File: src/rtl/mem_port_arbiter.sv
// Arbitrates a single-port memory between the instruction-fetch (I) and data (D) ports.
// D has priority; I is served after STARVE_MAX consecutive D grants while it waits.
module mem_port_arbiter #(
  parameter int AW         = 32,
  parameter int DW         = 32,
  parameter int LAT        = 1,
  parameter int STARVE_MAX = 4
) (
  input  logic          clk,
  input  logic          rst_n,
  input  logic          i_req,
  input  logic [AW-1:0] i_addr,
  output logic          i_gnt,
  output logic          i_rvalid,
  output logic [DW-1:0] i_rdata,
  input  logic          d_req,
  input  logic          d_we,
  input  logic [AW-1:0] d_addr,
  input  logic [DW-1:0] d_wdata,
  output logic          d_gnt,
  output logic          d_rvalid,
  output logic [DW-1:0] d_rdata,
  output logic          m_req,
  output logic          m_we,
  output logic [AW-1:0] m_addr,
  output logic [DW-1:0] m_wdata,
  input  logic [DW-1:0] m_rdata,
  output logic          busy
);

  localparam logic [3:0] STARVE_LIM = 4'(STARVE_MAX);

  // tag_own_r: 1'b1 marks a read issued by the D port
  logic [LAT-1:0] tag_vld_r;
  logic [LAT-1:0] tag_own_r;
  logic [3:0]     starve_cnt_r;
  logic [3:0]     starve_cnt_s;
  logic           i_win_s;
  logic           d_win_s;
  logic           pop_s;
  logic           pop_own_s;

  // Per-cycle winner selection; nothing wins while reset is asserted
  always_comb begin
    i_win_s = 1'b0;
    d_win_s = 1'b0;
    if (!rst_n) begin
      i_win_s = 1'b0;
      d_win_s = 1'b0;
    end else if (i_req && d_req) begin
      if (starve_cnt_r == STARVE_LIM) begin
        i_win_s = 1'b1;
      end else begin
        d_win_s = 1'b1;
      end
    end else if (i_req) begin
      i_win_s = 1'b1;
    end else if (d_req) begin
      d_win_s = 1'b1;
    end else begin
      i_win_s = 1'b0;
      d_win_s = 1'b0;
    end
  end

  // Memory command mux and return-data routing from the final tag stage
  always_comb begin
    i_gnt     = i_win_s;
    d_gnt     = d_win_s;
    m_req     = i_win_s | d_win_s;
    m_we      = d_win_s & d_we;
    m_addr    = {AW{1'b0}};
    if (d_win_s) begin
      m_addr = d_addr;
    end else if (i_win_s) begin
      m_addr = i_addr;
    end else begin
      m_addr = {AW{1'b0}};
    end
    if (rst_n) begin
      m_wdata = d_wdata;
    end else begin
      m_wdata = {DW{1'b0}};
    end
    pop_s     = tag_vld_r[LAT-1];
    pop_own_s = tag_own_r[LAT-1];
    i_rvalid  = pop_s & ~pop_own_s;
    d_rvalid  = pop_s & pop_own_s;
    if (i_rvalid) begin
      i_rdata = m_rdata;
    end else begin
      i_rdata = {DW{1'b0}};
    end
    if (d_rvalid) begin
      d_rdata = m_rdata;
    end else begin
      d_rdata = {DW{1'b0}};
    end
    busy = rst_n & (i_req | d_req | (|tag_vld_r));
  end

  // Starvation counter: counts D wins over a waiting I, saturating at the limit
  always_comb begin
    starve_cnt_s = starve_cnt_r;
    if (i_win_s || !i_req) begin
      starve_cnt_s = 4'd0;
    end else if (d_win_s && (starve_cnt_r < STARVE_LIM)) begin
      starve_cnt_s = starve_cnt_r + 4'd1;
    end else begin
      starve_cnt_s = starve_cnt_r;
    end
  end

  // State registers: starvation count and read-tag shift pipeline
  always_ff @(posedge clk or negedge rst_n) begin
    if (!rst_n) begin
      starve_cnt_r <= 4'd0;
      tag_vld_r    <= {LAT{1'b0}};
      tag_own_r    <= {LAT{1'b0}};
    end else begin
      starve_cnt_r <= starve_cnt_s;
      tag_vld_r[0] <= i_win_s | (d_win_s & ~d_we);
      tag_own_r[0] <= d_win_s;
      for (int k = 1; k < LAT; k++) begin
        tag_vld_r[k] <= tag_vld_r[k-1];
        tag_own_r[k] <= tag_own_r[k-1];
      end
    end
  end

endmodule

File: config.mk
export PLATFORM = sky130hd
export DESIGN_NAME = mem_port_arbiter
export DESIGN_NICKNAME = d
export VERILOG_FILES = /design/src/rtl/mem_port_arbiter.sv
export SDC_FILE = /design/constraint.sdc
export NUM_CORES = 1
export LEC_CHECK = 0
export CELL_PAD_IN_SITES_DETAIL_PLACEMENT = 1
export CELL_PAD_IN_SITES_GLOBAL_PLACEMENT = 1
export CORE_AREA = 2 2 104 106
export CTS_BUF_LIST = sky130_fd_sc_hd__clkbuf_8
export CTS_CLUSTER_DIAMETER = 60
export DETAILED_ROUTE_END_ITERATION = 10
export DIE_AREA = 0 0 106 108
export DONT_BUFFER_PORTS = 1
export PLACE_DENSITY_LB_ADDON = 0.08
export SYNTH_ARGS = -nofsm -noshare
export SYNTH_HDL_FRONTEND = slang
export SYNTH_SLANG_ARGS = --single-unit
File: constraint.sdc
create_clock -name clk -period 1.7 [get_ports clk]
set_input_delay 0.255 -clock clk [delete_from_list [all_inputs] [get_ports clk]]
set_output_delay 0.255 -clock clk [all_outputs]
set_load 0.02 [all_outputs]
# Yosys cells after proc, flatten, opt, wreduce, memory -nomap -nowiden
# Index checks and enable logic that the tools add are counted.
# word_totals
reg_bits	6
input_bits	133
output_inout_bits	135
word_cells	38
# classes
n_addsub	1
magnitude_cmp	1
n_eq_ne	1
muxes	16
bitwise	11
n_reduce_logical	5
# op_table
operator	count
$mux W32	5
$mux W1	9
$mux W4	2
$and A1 B1 Y1	5
$add A4 B1 Y4 const B	1
$eq A4 B3 Y1 const B	1
$lt A4 B3 Y1 const B	1
$or A1 B1 Y1	4
$logic_and A1 B1 Y1	2
$not A1 Y1	2
$reduce_bool A2 Y1	1
$logic_not A1 Y1	1
$logic_or A1 B1 Y1	1

# Longest topological paths before layout
# Gate-level depths: netlist of the first run.
# depth
ltp_word	7
ltp_mapped	7
depth_no_buf	5

# Worst setup path before layout of the first run
# No wires, ideal clock.
# synth_timing
kind	reg2out
from	reg starve_cnt_r[0]
to	out m_addr[17]
t_arrival_ps	1501
t_required_ps	1445
path_slack_ps	-56
path_stages_with_launch	7
n_path_buf	1
path_cell_list	dfrtp_1 -> inv_1 -> ha_1 -> and3b_4 -> a21oi_4 -> buf_2 -> a22o_1
# synth_via
word_cells_on_any_way	9
classes_between	eq/ne (1); mux (8)
# synth_rtl
item	line_no	text
start: declaration	36	logic [3:0] starve_cnt_r;
start signal: assignment	121	starve_cnt_r <= starve_cnt_s;
$eq A4 B3 Y1	51	if (starve_cnt_r == STARVE_LIM) begin
$mux W1	51	
$mux W1	50	end else if (i_req && d_req) begin
$mux W1	47	if (!rst_n) begin
net d_gnt	20	output logic d_gnt,
$mux W32	73	if (d_win_s) begin
end: declaration	25	output logic [AW-1:0] m_addr,
# The timed path passes the listed nets, and every way through them passes these cells.

# Worst setup path in the final report of the first run
# layout_timing
from	reg starve_cnt_r[0]
to	out m_addr[13]
# layout_via
elab_chain_cells	6
word_cells_on_any_way	9
classes_between	eq/ne (1); mux (8)
# layout_rtl
item	line_no	text
$eq A4 B3 Y1 (*)	51	
$mux W1	51	
$mux W1	50	
$mux W1	47	
$mux W32	75	end else if (i_win_s) begin
$mux W32 (*)	73	
# Mark *: on every way between the ends. The rest lies on a longest branch, timed or not.

==> results of run 1 <==
cell families (layout without fill, tap and decap cells):
family          Yosys count  after routing
buf+inv                  24             36
compound gates           39             39
flops                     6              6
xor+xnor                  1              1
simple gates            106            106
mux                       1              1
other cells               0              3
fa+ha+maj                 2              2
state kept, by name, summed over array words and instances, names as in the netlist:
name	flops
pop_own_s	1
pop_s	1
starve_cnt_r	4
layout by cell type, fill, tap and decap left out:
| cell | count |
|---|---|
| diode_2 | 3 |
| ha_1 | 1 |
| dlygate4sd3_1 | 1 |
| o211a_1 | 1 |
| and3_1 | 35 |
| o21ai_1 | 1 |
| buf_4 | 15 |
| nor3b_1 | 1 |
| xnor2_1 | 1 |
| nand2_1 | 1 |
| a22o_4 | 25 |
| mux2_1 | 1 |
| and3b_4 | 1 |
| buf_12 | 4 |
| ha_4 | 1 |
| clkbuf_16 | 2 |
| and2_1 | 65 |
| o211a_4 | 1 |
| buf_16 | 1 |
| and4bb_2 | 1 |
| nor2b_2 | 1 |
| buf_6 | 6 |
| o21a_1 | 1 |
| inv_2 | 2 |
| a21o_1 | 2 |
| a22o_1 | 1 |
| clkbuf_8 | 3 |
| inv_1 | 2 |
| a22o_2 | 6 |
| and2_4 | 1 |
| dfrtp_1 | 6 |
| a21oi_4 | 1 |
routing by layer:
layer  track usage [%]  up-vias  routed length, um
li1                  -      661                  -
met1              9.04      704               2170
met2              20.2      156               3810
met3              3.44        6                746
met4              2.54        0                 87
met5                 0        -                  0
stage by stage:
stage	utilization (%)	total power [W]	TNS (ns)	instances
finish	20.0	0.000906	-9.08	330
detailed placement	17.3	0.000650	-2.72	311
global route	20.0	0.000956	-10.04	330
CTS	18.9	0.000895	-8.66	320
global placement	17.3	0.000648	-1.23	311
floorplan	-	0.000586	-0.649	179
area by class of cell:
class                      count  area (um^2)  area share (%)
antenna                        3         7.51           0.367
tap                          136          170            8.31
multi-input combinational    149         1320            64.2
clock buffer                   3         41.3            2.02
timing repair buffer          29          348            17.0
inverter                       4         15.0           0.733
sequential                     6          150            7.33
repair_timing:
item / 4_1_cts / 5_1_grt
hold buffers: 1 / 0
resized for setup: 15 / 6
endpoints found under the setup margin: 35 / 35
cloned: 2 / 3
endpoints found under the hold margin: 6 / 0
setup buffers: 3 / 5
pin swaps: 4 / 6
worst max-delay path, stage by stage (launching register included):
cell	delay [ns]
dfrtp_1	0.37
inv_2	0.07
ha_4	0.15
and3b_4	0.20
o211a_4	0.26
buf_12	0.15
buf_12	0.12
a22o_4	0.24
power by group:
group / leakage, nW / switching, W / internal [W]
logic: 0.922 / 0.000340 / 0.000209
clock network: 0.0216 / 0.0000531 / 0.000151
registers: 0.0810 / 0.00000372 / 0.000149
total: 1.02 / 0.000397 / 0.000509
worst max-delay path by stage:
| stage | from | endpoint | slack [ns] | cells past startpoint |
|---|---|---|---|---|
| 2_1_floorplan | starve_cnt_r[1] | m_addr[17] | -0.03 | 7 |
| 3_3_place_gp | starve_cnt_r[1] | m_addr[13] | -0.10 | 7 |
| 3_5_place_dp | starve_cnt_r[1] | m_addr[14] | -0.15 | 7 |
| 4_1_cts | starve_cnt_r[0] | m_addr[14] | -0.32 | 7 |
| 5_1_grt | starve_cnt_r[0] | m_addr[14] | -0.36 | 7 |
| 6_report | starve_cnt_r[0] | m_addr[13] | -0.34 | 7 |
==> flow_summary.yaml, run 1 <==
outcome:
  run_status: "finished with violations"
  violations: "negative setup slack"
yosys:
  ys_seq_elements: 6
  synth_edf_count: 0
  synth_fa_ha_area_share_pct: 1.87
  seq_area_frac_synth_pct: 11.2
  yosysTopAreaCell: "and2_1"
  synthXorXnorAreaFrac_pct: 0.654
  synth_nets: 314
  synthTopCellsByArea: "and2_1 31%, a22o_1 21%, and3_1 16%"
  synth_top_area_share_pct: 30.8
  ys_types: 21
  yosysMostFrequentCell: "and2_1"
  muxShareOfSynthArea_pct: 0.841
  synthArstFlopShare_pct: 100
  netlist_top_cells_count: "66 x and2_1, 35 x and3_1, 32 x a22o_1, 12 x clkbuf_1, 6 x dfrtp_1"
  ys_warn_count: 0
  avgSynthCellArea_um2: 7.48
  synth_top_family_by_area: "simple AND/OR/NAND/NOR gates"
  yosys.area_share.simple_pct: 50.4
  synthCells: 179
  syn_area_um2: 1340
  synth_top_flop_cell: "dfrtp_1"
  synth_compound_area_share_pct: 25.7
placed_design:
  place_congestion: 0.680
  io_buffers: 0
  placed_cell_area_um2: 1770
  pre_cts_slack_ns: -0.153
  hpwlAfterDp_um: 5630
grt:
  grt_pass1_vias: 1520
  antenna_found_initial: 3
  grt_overflow_total: 0
  grt_max_degree: 40
  grt.total_usage_pct: 9.81
  grt_pass1_wl_um: 8800
drt:
  totalWireLength_um: 6810
  drc_errors: 0
  ant_nets: 0
  wl_per_cell_um: 20.6
  vias_per_cell: 4.63
  first_iter_violations: 49
  num_vias: 1527
  drt_first_pass_iters: 4
critical_path:
  critical_path_arrival_ns: 1.78
  r2r_start: "starve_cnt_r[0]"
  regToRegEndpoint: "pop_s"
  critPathCaptureType: "output port"
  r2r_slack_ns: 0.17
  critPathMaxFanout: 9
  start_kind: "flip-flop"
  reg2reg_depth: 6
  required_ns: 1.44
  path_class: "reg -> out"
floorplan:
  chipWidth_um: 106
  floorplan.die_area_um2: 11400
  rows: 37
  die_h_um: 108
  pin_count: 268
  core_area_um2: 10200
  start_util_pct: 13.1
final_layout:
  fillerInstances: 1205
  finalNetCount: 328
  finalInstanceArea_um2: 2050
  layout-drive-gt1-share_pct: 37.2
  area_delta_synth_final_pct: 52.9
cts:
  insertion_delay_ns: 0.22
  cts_tree: "built"
  root_buffer: "clkbuf_8"
  clkTransAtPathRegs_ns: 0.03
  clock_path_buffers: 2
  h-tree-depth: 1
  cts_buffers: 3
  cts.sinks: 6
sta:
  finalCritPeriodShare_pct: 120
  hold_viol: 0
  whs_ns: 0.171
  setup-violations-final: 35
  drv_slew: 0
  slew_headroom_pct: 76.3
  worst_slew_pin_slew_ns: 0.355
  rsz0062_at_grt: "true"
  fmax_ghz: 0.490
  setup_slack_ns: -0.340
  skew_ns: 0.000220
  fin_crit_ns: 2.04
worst_hold_path:
  holdCritStartpoint: "i_req"
  hold_path.class: "in -> reg"
  hold_end: "starve_cnt_r[2]"
  min_path_cells: 1
power:
  powerDensity_nw_per_um2: 443
  p_leak_nw: 1.02
  ir_worst_vdd_mv: 0.197
run:
  maxCapViolations: 0
No activity file was read; power rests on OpenSTA's default activity.
==> inputs of run 2 (changes only) <==
- CAP_MARGIN: default -> 15
- RECOVER_POWER: default -> 25
==> run 2 against run 1 <==
Effect of this change: the flow still finishes with violations (negative setup slack); critical path depth unchanged; utilization did not move; sequential share of layout area did not move; sequential cell count did not move; clock power hardly changed; non-clock buffer count stayed put; maximum frequency is essentially flat; first-iteration DRC count did not move; largest power group unchanged; register-to-register slack barely moved; count of clock-buffer cells in the layout is the same; combinational power hardly changed; sequential power hardly changed.
==> flow_summary.yaml, run 2 (same netlist as run 1, synthesis figures left out) <==
grt:
  grt_overflow_total: 0
  grt.total_usage_pct: 9.81
  grt_max_degree: 40
  antenna_found_initial: 3
  grt_pass1_wl_um: 8800
  grt_pass1_vias: 1520
cts:
  root_buffer: "clkbuf_8"
  h-tree-depth: 1
  clock_path_buffers: 2
  clkTransAtPathRegs_ns: 0.03
  cts_buffers: 3
  cts_tree: "built"
  cts.sinks: 6
  insertion_delay_ns: 0.22
floorplan:
  die_h_um: 108
  core_area_um2: 10200
  chipWidth_um: 106
  rows: 37
  floorplan.die_area_um2: 11400
  start_util_pct: 13.1
  pin_count: 268
critical_path:
  cpMaxStageDelayCell: "dfrtp_1"
  path_class: "reg -> out"
  max_stage_delay_ns: 0.37
  crit_path_cell_trace: "inv_2, ha_4, and3b_4, o211a_4, buf_12, buf_12, a22o_4"
  critPathMaxFanout: 9
  start_kind: "flip-flop"
  critical_path_arrival_ns: 1.78
  crit_top_cell: "buf_12"
  required_ns: 1.44
  critPathCaptureType: "output port"
drt:
  drc_errors: 0
  totalWireLength_um: 6810
  num_vias: 1529
  first_iter_violations: 49
  drt_first_pass_iters: 4
  wl_per_cell_um: 20.6
  vias_per_cell: 4.63
  ant_nets: 0
final_layout:
  final_cell_mix: "43 x and2_1, 35 x and3_1, 25 x a22o_4"
  finalNetCount: 328
  area_delta_synth_final_pct: 52.9
  largest_register_ffs: 4
  layout-drive-gt1-share_pct: 37.2
  final_common_cell: "and2_1"
  top_register: "starve_cnt_r"
  finalInstanceArea_um2: 2050
  fin_cells: 330
placed_design:
  pre_cts_slack_ns: -0.153
  placed_cell_area_um2: 1770
  placedCellCount: 311
  hpwlAfterDp_um: 5630
  io_buffers: 0
  place_congestion: 0.680
power:
  p_leak_nw: 1.01
  ir_worst_vdd_mv: 0.197
  powerDensity_nw_per_um2: 442
sta:
  whs_ns: 0.171
  drv_slew: 0
  setup_slack_ns: -0.340
  slew_headroom_pct: 76.3
  finalCritPeriodShare_pct: 120
  skew_ns: 0.000220
  setup-violations-final: 35
  fin_crit_ns: 2.04
  fmax_ghz: 0.490
  rsz0062_at_grt: "true"
  worst_slew_pin_slew_ns: 0.355
  hold_viol: 0
outcome:
  violations: "negative setup slack"
  run_status: "finished with violations"
run:
  maxCapViolations: 0
worst_hold_path:
  hold_path.class: "in -> reg"
[run 2: cell counts in the layout (fill, tap and decap cells not counted)]
Identical to the previous run, type by type.
[run 2: final timing paths]
kind / startpoint / to / slack, ns / cells after the start
setup reg to reg: starve_cnt_r[0] / pop_s / 0.17 / 6
min in group asynchronous: rst_n / starve_cnt_r[2] / 0.37 / 1
setup / recovery: starve_cnt_r[0] / m_addr[13] / -0.34 / 7
hold / removal: i_req / starve_cnt_r[2] / 0.17 / 1
max in group asynchronous: rst_n / pop_s / 1.10 / 1
hold reg to reg: starve_cnt_r[2] / starve_cnt_r[2] / 0.56 / 1
[run 2: power breakdown]
group,total [W],internal [W],switching [W]
registers,0.000152,0.000149,0.00000372
clock network,0.000204,0.000151,0.0000531
logic,0.000547,0.000206,0.000341
total,0.000904,0.000506,0.000397
[run 2: metal layers]
metal / wire length (um) / up-vias / global-route usage (%)
met2: 3810 / 155 / 20.2
met4: 87 / 0 / 2.54
li1: - / 660 / -
met1: 2190 / 708 / 9.04
met5: 0 / - / 0
met3: 726 / 6 / 3.44
[run 2: worst max-delay path, delay by kind of cell, from the launching register on]
family | cells | cell delay, ns
and+or+nand+nor | 1 | 0.20
adders and majority gates | 1 | 0.15
AOI/OAI and AO/OA | 2 | 0.50
DFF | 1 | 0.37
buffers and inverters | 3 | 0.34
[run 2: layout make-up]
class | count | area, um^2
fillers | 1205 | 8180
repair buffers | 29 | 348
well taps | 136 | 170
flip-flops and latches | 6 | 150
diodes | 3 | 7.51
multi-input cells | 149 | 1320
inverters | 4 | 15.0
clock buffers | 3 | 41.3
[run 2: through the flow]
step / power, W / setup TNS (ns) / utilization [%]
4_1_cts: 0.000895 / -8.66 / 18.9
2_1_floorplan: 0.000586 / -0.649 / -
6_report: 0.000904 / -9.08 / 20.0
3_3_place_gp: 0.000648 / -1.23 / 17.3
3_5_place_dp: 0.000650 / -2.72 / 17.3
5_1_grt: 0.000954 / -10.04 / 20.0
[run 2: what timing repair did]
| action | in CTS | in global routing |
|---|---|---|
| buffers inserted | 3 | 5 |
| resized for setup | 15 | 6 |
| endpoints found under the hold margin | 6 | 0 |
| hold buffers | 1 | 0 |
| pin swaps | 4 | 6 |
| setup endpoints to repair | 35 | 35 |
| cloned | 2 | 3 |
